$ cat src/rtl/if_fetch_queue.sv
// rtl/if_fetch_queue.sv - FWFT fetch-to-decode instruction queue with flush on redirect
// Optional zero-latency empty bypass: IF_FETCH_QUEUE_BYPASS_EN.
module if_fetch_queue #(
   parameter int PC_WIDTH    = 32,
   parameter int INSTR_WIDTH = 32,
   parameter int DEPTH       = 4
) (
   input  logic                       clk,
   input  logic                       rst,
   input  logic                       flush,
   input  logic                       in_valid,
   output logic                       in_ready,
   input  logic [PC_WIDTH-1:0]        in_pc,
   input  logic [INSTR_WIDTH-1:0]     in_instr,
   output logic                       out_valid,
   input  logic                       out_ready,
   output logic [PC_WIDTH-1:0]        out_pc,
   output logic [INSTR_WIDTH-1:0]     out_instr,
   output logic                       out_misaligned,
   output logic [$clog2(DEPTH):0]     count
);

   localparam int AW = $clog2(DEPTH);
   localparam int CW = AW + 1;

   logic [PC_WIDTH-1:0]    mem_pc    [DEPTH];
   logic [INSTR_WIDTH-1:0] mem_instr [DEPTH];
   logic                   mem_mis   [DEPTH];

   logic [AW-1:0] wptr;
   logic [AW-1:0] rptr;
   logic [CW-1:0] cnt;
   logic          empty;
   logic          push;
   logic          pop;

   assign empty    = (cnt == '0);
   assign in_ready = (cnt != CW'(DEPTH));
   assign count    = cnt;

`ifdef IF_FETCH_QUEUE_BYPASS_EN
   logic byp;
   logic byp_take;

   // An empty queue forwards the fetch beat straight to decode; it is stored only if decode stalls.
   assign byp      = empty && in_valid && !flush;
   assign byp_take = byp && out_ready;
   assign push     = in_valid && in_ready && !flush && !byp_take;
`else
   assign push     = in_valid && in_ready && !flush;
`endif
   assign pop      = !empty && out_ready && !flush;

   always_ff @(posedge clk or posedge rst) begin
      if (rst) begin
         wptr <= '0;
         rptr <= '0;
         cnt  <= '0;
      end else if (flush) begin
         wptr <= '0;
         rptr <= '0;
         cnt  <= '0;
      end else begin
         if (push) wptr <= wptr + AW'(1);
         if (pop)  rptr <= rptr + AW'(1);
         case ({push, pop})
            2'b10:   cnt <= cnt + CW'(1);
            2'b01:   cnt <= cnt - CW'(1);
            default: cnt <= cnt;
         endcase
      end
   end

   // Storage is deliberately left unreset; occupancy alone decides what is visible.
   always_ff @(posedge clk) begin
      if (push) begin
         mem_pc[wptr]    <= in_pc;
         mem_instr[wptr] <= in_instr;
         mem_mis[wptr]   <= |in_pc[1:0];
      end
   end

   always_comb begin
      out_valid      = 1'b0;
      out_pc         = '0;
      out_instr      = '0;
      out_misaligned = 1'b0;
      if (!empty) begin
         out_valid      = 1'b1;
         out_pc         = mem_pc[rptr];
         out_instr      = mem_instr[rptr];
         out_misaligned = mem_mis[rptr];
      end
`ifdef IF_FETCH_QUEUE_BYPASS_EN
      else if (byp) begin
         out_valid      = 1'b1;
         out_pc         = in_pc;
         out_instr      = in_instr;
         out_misaligned = |in_pc[1:0];
      end
`endif
   end

endmodule

$ cat config.mk
export PLATFORM = sky130hd
export DESIGN_NAME = if_fetch_queue
export DESIGN_NICKNAME = d
export VERILOG_FILES = /design/src/rtl/if_fetch_queue.sv
export SDC_FILE = /design/constraint.sdc
export NUM_CORES = 1
export LEC_CHECK = 0
export CAP_MARGIN = 20
export CELL_PAD_IN_SITES_DETAIL_PLACEMENT = 1
export CELL_PAD_IN_SITES_GLOBAL_PLACEMENT = 2
export CORE_UTILIZATION = 35
export DETAILED_ROUTE_END_ITERATION = 16
export PLACE_DENSITY_LB_ADDON = 0.3
export SLEW_MARGIN = 20
export SYNTH_ARGS = -nofsm -noshare
export SYNTH_HDL_FRONTEND = slang
export SYNTH_SLANG_ARGS = --single-unit
$ cat constraint.sdc
create_clock -name clk -period 8.7 [get_ports clk]
set_input_delay 2.175 -clock clk [delete_from_list [all_inputs] [get_ports clk]]
set_output_delay 2.175 -clock clk [all_outputs]
set_load 0.005 [all_outputs]
* After elaboration in Yosys (flattened, before gate mapping)
Memory sizes are Yosys's and may differ from the RTL's. Cells that the tools add are included.
Storage, ports and cells: register bits after elaboration 7, memory bits (writable) 260, input port bits 69, output and inout port bits 70, word-level logic and storage cells 36, memories 3
Operators by class: add/subtract/negate cells 4, equal/unequal tests 3, multiplexer cells 12, reduce and logical (&&, ||, !) cells 11
Memory list:
- mem_instr | words 4, width 32, rd ports 1, clocked after memory_dff 0, wr ports 1, RTL line 27 | logic [INSTR_WIDTH-1:0] mem_instr [DEPTH];
- mem_pc | words 4, width 32, rd ports 1, clocked after memory_dff 0, wr ports 1, RTL line 26 | logic [PC_WIDTH-1:0] mem_pc [DEPTH];
- mem_mis | words 4, width 1, rd ports 1, clocked after memory_dff 0, wr ports 1, RTL line 28 | logic mem_mis [DEPTH];
Operators with widths (count):
- $mux 32 | 2
- $mux 2 | 4
- $pmux 3 s2 | 1
- $add 2x1->2 const B | 2
- $logic_and 1x1->1 | 4
- $mux 1 | 4
- $reduce_bool 2->1 | 2
- $add 3x1->3 const B | 1
- $logic_not 3->1 | 1
- $mux 3 | 1
- $ne 3x3->1 const B | 1
- $reduce_bool 3->1 | 1
- $sub 3x1->3 const B | 1
- $eq 2x1->1 const B | 1
- $eq 2x2->1 const B | 1
- $logic_not 1->1 | 2
- $reduce_or 2->1 | 1

* Longest topological paths before layout
word-level depth 7, mapped depth 7, mapped depth without buffers 6

* Worst setup path after synthesis
No wires, ideal clock.
path kind input -> register, start point input port in_valid, end point memory mem_instr[0][0] (enable), library setup time 0.430 ns, arrival 4.359 ns, data required time 8.270 ns, path slack 3.911 ns, cell stages on the path 4, path buffers 1, cells stage by stage clkbuf_1 > inv_1 > nor3_1 > and2_1
Between the ends: longest elaborated chain between the ends 4
RTL lines:
- start, declared | RTL line 11 | input logic in_valid,
- $logic_and 1x1->1 (2 in a row) | RTL line 50 | assign push = in_valid && in_ready && !flush;
- $mux 1 | RTL line 76 | if (push) begin
- $mux 1 (implied by the code) | RTL line 78 | mem_instr[wptr] <= in_instr;
- end, declared | RTL line 27
No other way between the ends.

* Worst setup path in the final report
start point register rptr[0], end point output port out_pc[7]
Between the ends: longest elaborated chain between the ends 2
RTL lines:
- start, declared | RTL line 31 | logic [AW-1:0] rptr;
- start signal, assigned | RTL line 65 | if (pop) rptr <= rptr + AW'(1);
- $mem_v2 4x32
- $mux 32 | RTL line 88 | if (!empty) begin
- end, declared | RTL line 17 | output logic [PC_WIDTH-1:0] out_pc,
No other way between the ends.

==> flow_summary_export.csv <==
group,metric,value,unit
sta,relSlewSlack,0.3050,
die,core-area,29010,µm²
cells_and_area,final_common_cell,"edfxtp_1",
pwr,power,2952,µW
sta,finalCriticalPeriod,5.533,ns
sta,tns,0,ns
drt,vias,5011,
logic_synthesis,syn-num-nets,552,
logic_synthesis,ys_seq_elements,267,
clocking,numClockSinks,267,
pwr,p_per_area,226.1,nW/µm²
sta,finalHoldViolations,0,
pwr,cellLeakagePower,0.004092,µW
drt,drt-pass1-iter-count,4,
clocking,h-tree-depth,1,
logic_synthesis,synthCells,478,
critical_path,critPathKind,"reg2out",
critical_path,cp-start-kind,"flop",
cells_and_area,final_cell_mix,"edfxtp_1, clkdlybuf4s50_1, mux4_2, and2_1, clkbuf_16",
sta,rsz0062_at_grt,"false",
logic_synthesis,ys.warnings.count,0,
global_routing,grt_max_degree,67,
drt,antenna_left,0,
die,start_util,0.3586,
drt,viasPerCell,4.884,
sta,timing.fmax,180.7,MHz
global_routing,grt_pass1_vias,5643,
logic_synthesis,synth.distinct_cells,35,
die,die-area,30420,µm²
global_routing,overflow,0,
clocking,numCtsBuffers,28,
cells_and_area,diodes,0,
critical_path,crit_path_end_kind,"output port",
logic_synthesis,syn_avg_cell_area,21.77,µm²
drt,wl_per_cell,20.31,µm
job,drv_cap,0,
clocking,cts.path.max_buffers,3,
clocking,post_cts_buffers,0,
global_routing,grtUsageTotal,0.1404,
clocking,clock_latency,0.52,ns
critical_path,r2r-start,"count[0]",
hold_path,hp-start,"wptr[1]",
die,die_w,174.4,µm
die,fp.dieH,174.4,µm
clocking,cts_root_buf,"clkbuf_16",
logic_synthesis,synth_top_area_share,0.7504,
sta,worstMarginPinSlew,1.042,ns
logic_synthesis,synth_area_leaders,"edfxtp_1, mux4_2, and2_1",
die,num_rows,62,
drt,drc_errors,0,
sta,fin_skew,0.008225,ns
cells_and_area,nets,697,
critical_path,required,6.53,ns
sta,post-route-period-util,0.6360,
clocking,hold_buffers,0,
clocking,clk_pin_slew,0.06,ns
cells_and_area,area_delta_synth_final,25.51,%
die,num_io_pins,139,
pwr,max-vdd-ir-drop,0.0001238,V
place,port_buffers,138,
clocking,cts_resized,0,
drt,wirelength,20840,µm
drt,drtIter0Drc,308,
global_routing,antenna_found_initial,1,
clocking,cts_tree,"yes",
place,dpl.hpwl,11680,µm
sta,finalSetupViolCount,0,
critical_path,cp_data_arrival_time,3.36,ns
run_status,status,"complete, no violations",
logic_synthesis,ys_seq_area_frac,0.7672,
cells_and_area,drive_above_1_share,0.1807,
place,finalWeightedCongestion,0.6538,
global_routing,grt_pass1_wl,32690,µm
critical_path,setup.worst_path.start,"rptr[0]",
critical_path,critPathMaxFanout,41,
hold_path,hold_class,"reg2reg",
logic_synthesis,yosys.area.top_type,"edfxtp_1",
logic_synthesis,netlist_area,10400,µm²
sta,slew_viol_final,0,
## power breakdown
group	switching, µW	leakage [µW]	internal, µW	total (µW)
registers	26.2	0.00245	1450	1480
logic	130	0.00121	195	325
clock network	457	0.000431	694	1150
## layer usage
metal | track usage | share of wire | vias up
met5 | 0 | 0.00062 | -
met4 | 0.03143 | 0.017 | 2
met3 | 0.02909 | 0.053 | 36
met2 | 0.2407 | 0.50 | 131
met1 | 0.1832 | 0.43 | 2624
li1 | - | - | 2218
## cell type report
type | instances | area [µm²]
multi-input combinational | 177 | 2217
clock buffer | 37 | 755.7
clock inverter | 12 | 132.6
inverter | 7 | 26.28
sequential | 267 | 7990
timing repair buffer | 142 | 1456
fill | 2714 | 15950
tap | 384 | 480.5
## worst paths after layout
path                                      end  slack, ns  cells after the start
worst max-delay path                out_pc[7]       3.17                      4
worst min register to register        wptr[1]       0.62                      2
min in group asynchronous            count[2]       1.90                      2
max in group asynchronous             rptr[1]       6.53                      2
worst max register to register  mem_pc[0][15]       6.19                      3
worst min-delay path                  wptr[1]       0.62                      2
## cell usage after synthesis, drive strengths merged
library cell,instances
o31ai,1
nor2,5
nor3b,1
nand2b,2
xnor2,1
or2,2
a21oi,3
mux2,1
dfrtp,7
or4,1
buf,16
o221ai,1
xor2,2
and2,69
or3,1
a211oi,1
fa,1
o21a,1
o311ai,1
edfxtp,260
a31oi,1
o21ai,2
nand3,4
inv,7
o21bai,1
nand2,2
mux4,65
ha,4
nor3,2
clkbuf,11
o2111ai,2
## worst max-delay path, stage by stage, from the launching register on
cell,delay (ns)
dfrtp_4,0.80
buf_4,0.78
mux4_2,0.58
and2_1,0.20
clkdlybuf4s50_1,0.45
## sequential cells by signal, summed over array words and instances, names as in the netlist
name,flops
count,3
mem_instr,128
mem_mis,4
mem_pc,128
rptr,2
wptr,2
## logic make-up (layout without fill, tap and decap cells)
| family | count (synthesis) | in the layout | share of synthesized area |
|---|---|---|---|
| adders and majority gates | 5 | 5 | 0.006734 |
| buffers and inverters | 34 | 198 | 0.02068 |
| muxes | 66 | 66 | 0.1418 |
| xor gates and xnor gates | 3 | 3 | 0.002526 |
| AOI/OAI and AO/OA | 14 | 14 | 0.009261 |
| DFF | 267 | 267 | 0.7672 |
| and+or+nand+nor | 89 | 89 | 0.05183 |
## per-stage QoR
step / utilization / worst slack, ns / hold slack (ns) / area [µm²] / std cells
3_3_place_gp: 0.4172 / 3.578 / 0.5701 / 12100 / 974
2_1_floorplan: - / 3.911 / 0.5573 / 10410 / 478
4_1_cts: 0.4478 / 2.995 / 0.6194 / 12990 / 1023
3_5_place_dp: 0.4172 / 3.566 / 0.6111 / 12100 / 974
5_1_grt: 0.4501 / 2.865 / 0.6501 / 13060 / 1026
6_report: 0.4501 / 3.167 / 0.6167 / 13060 / 1026
Power figures use the tool's default switching activity.
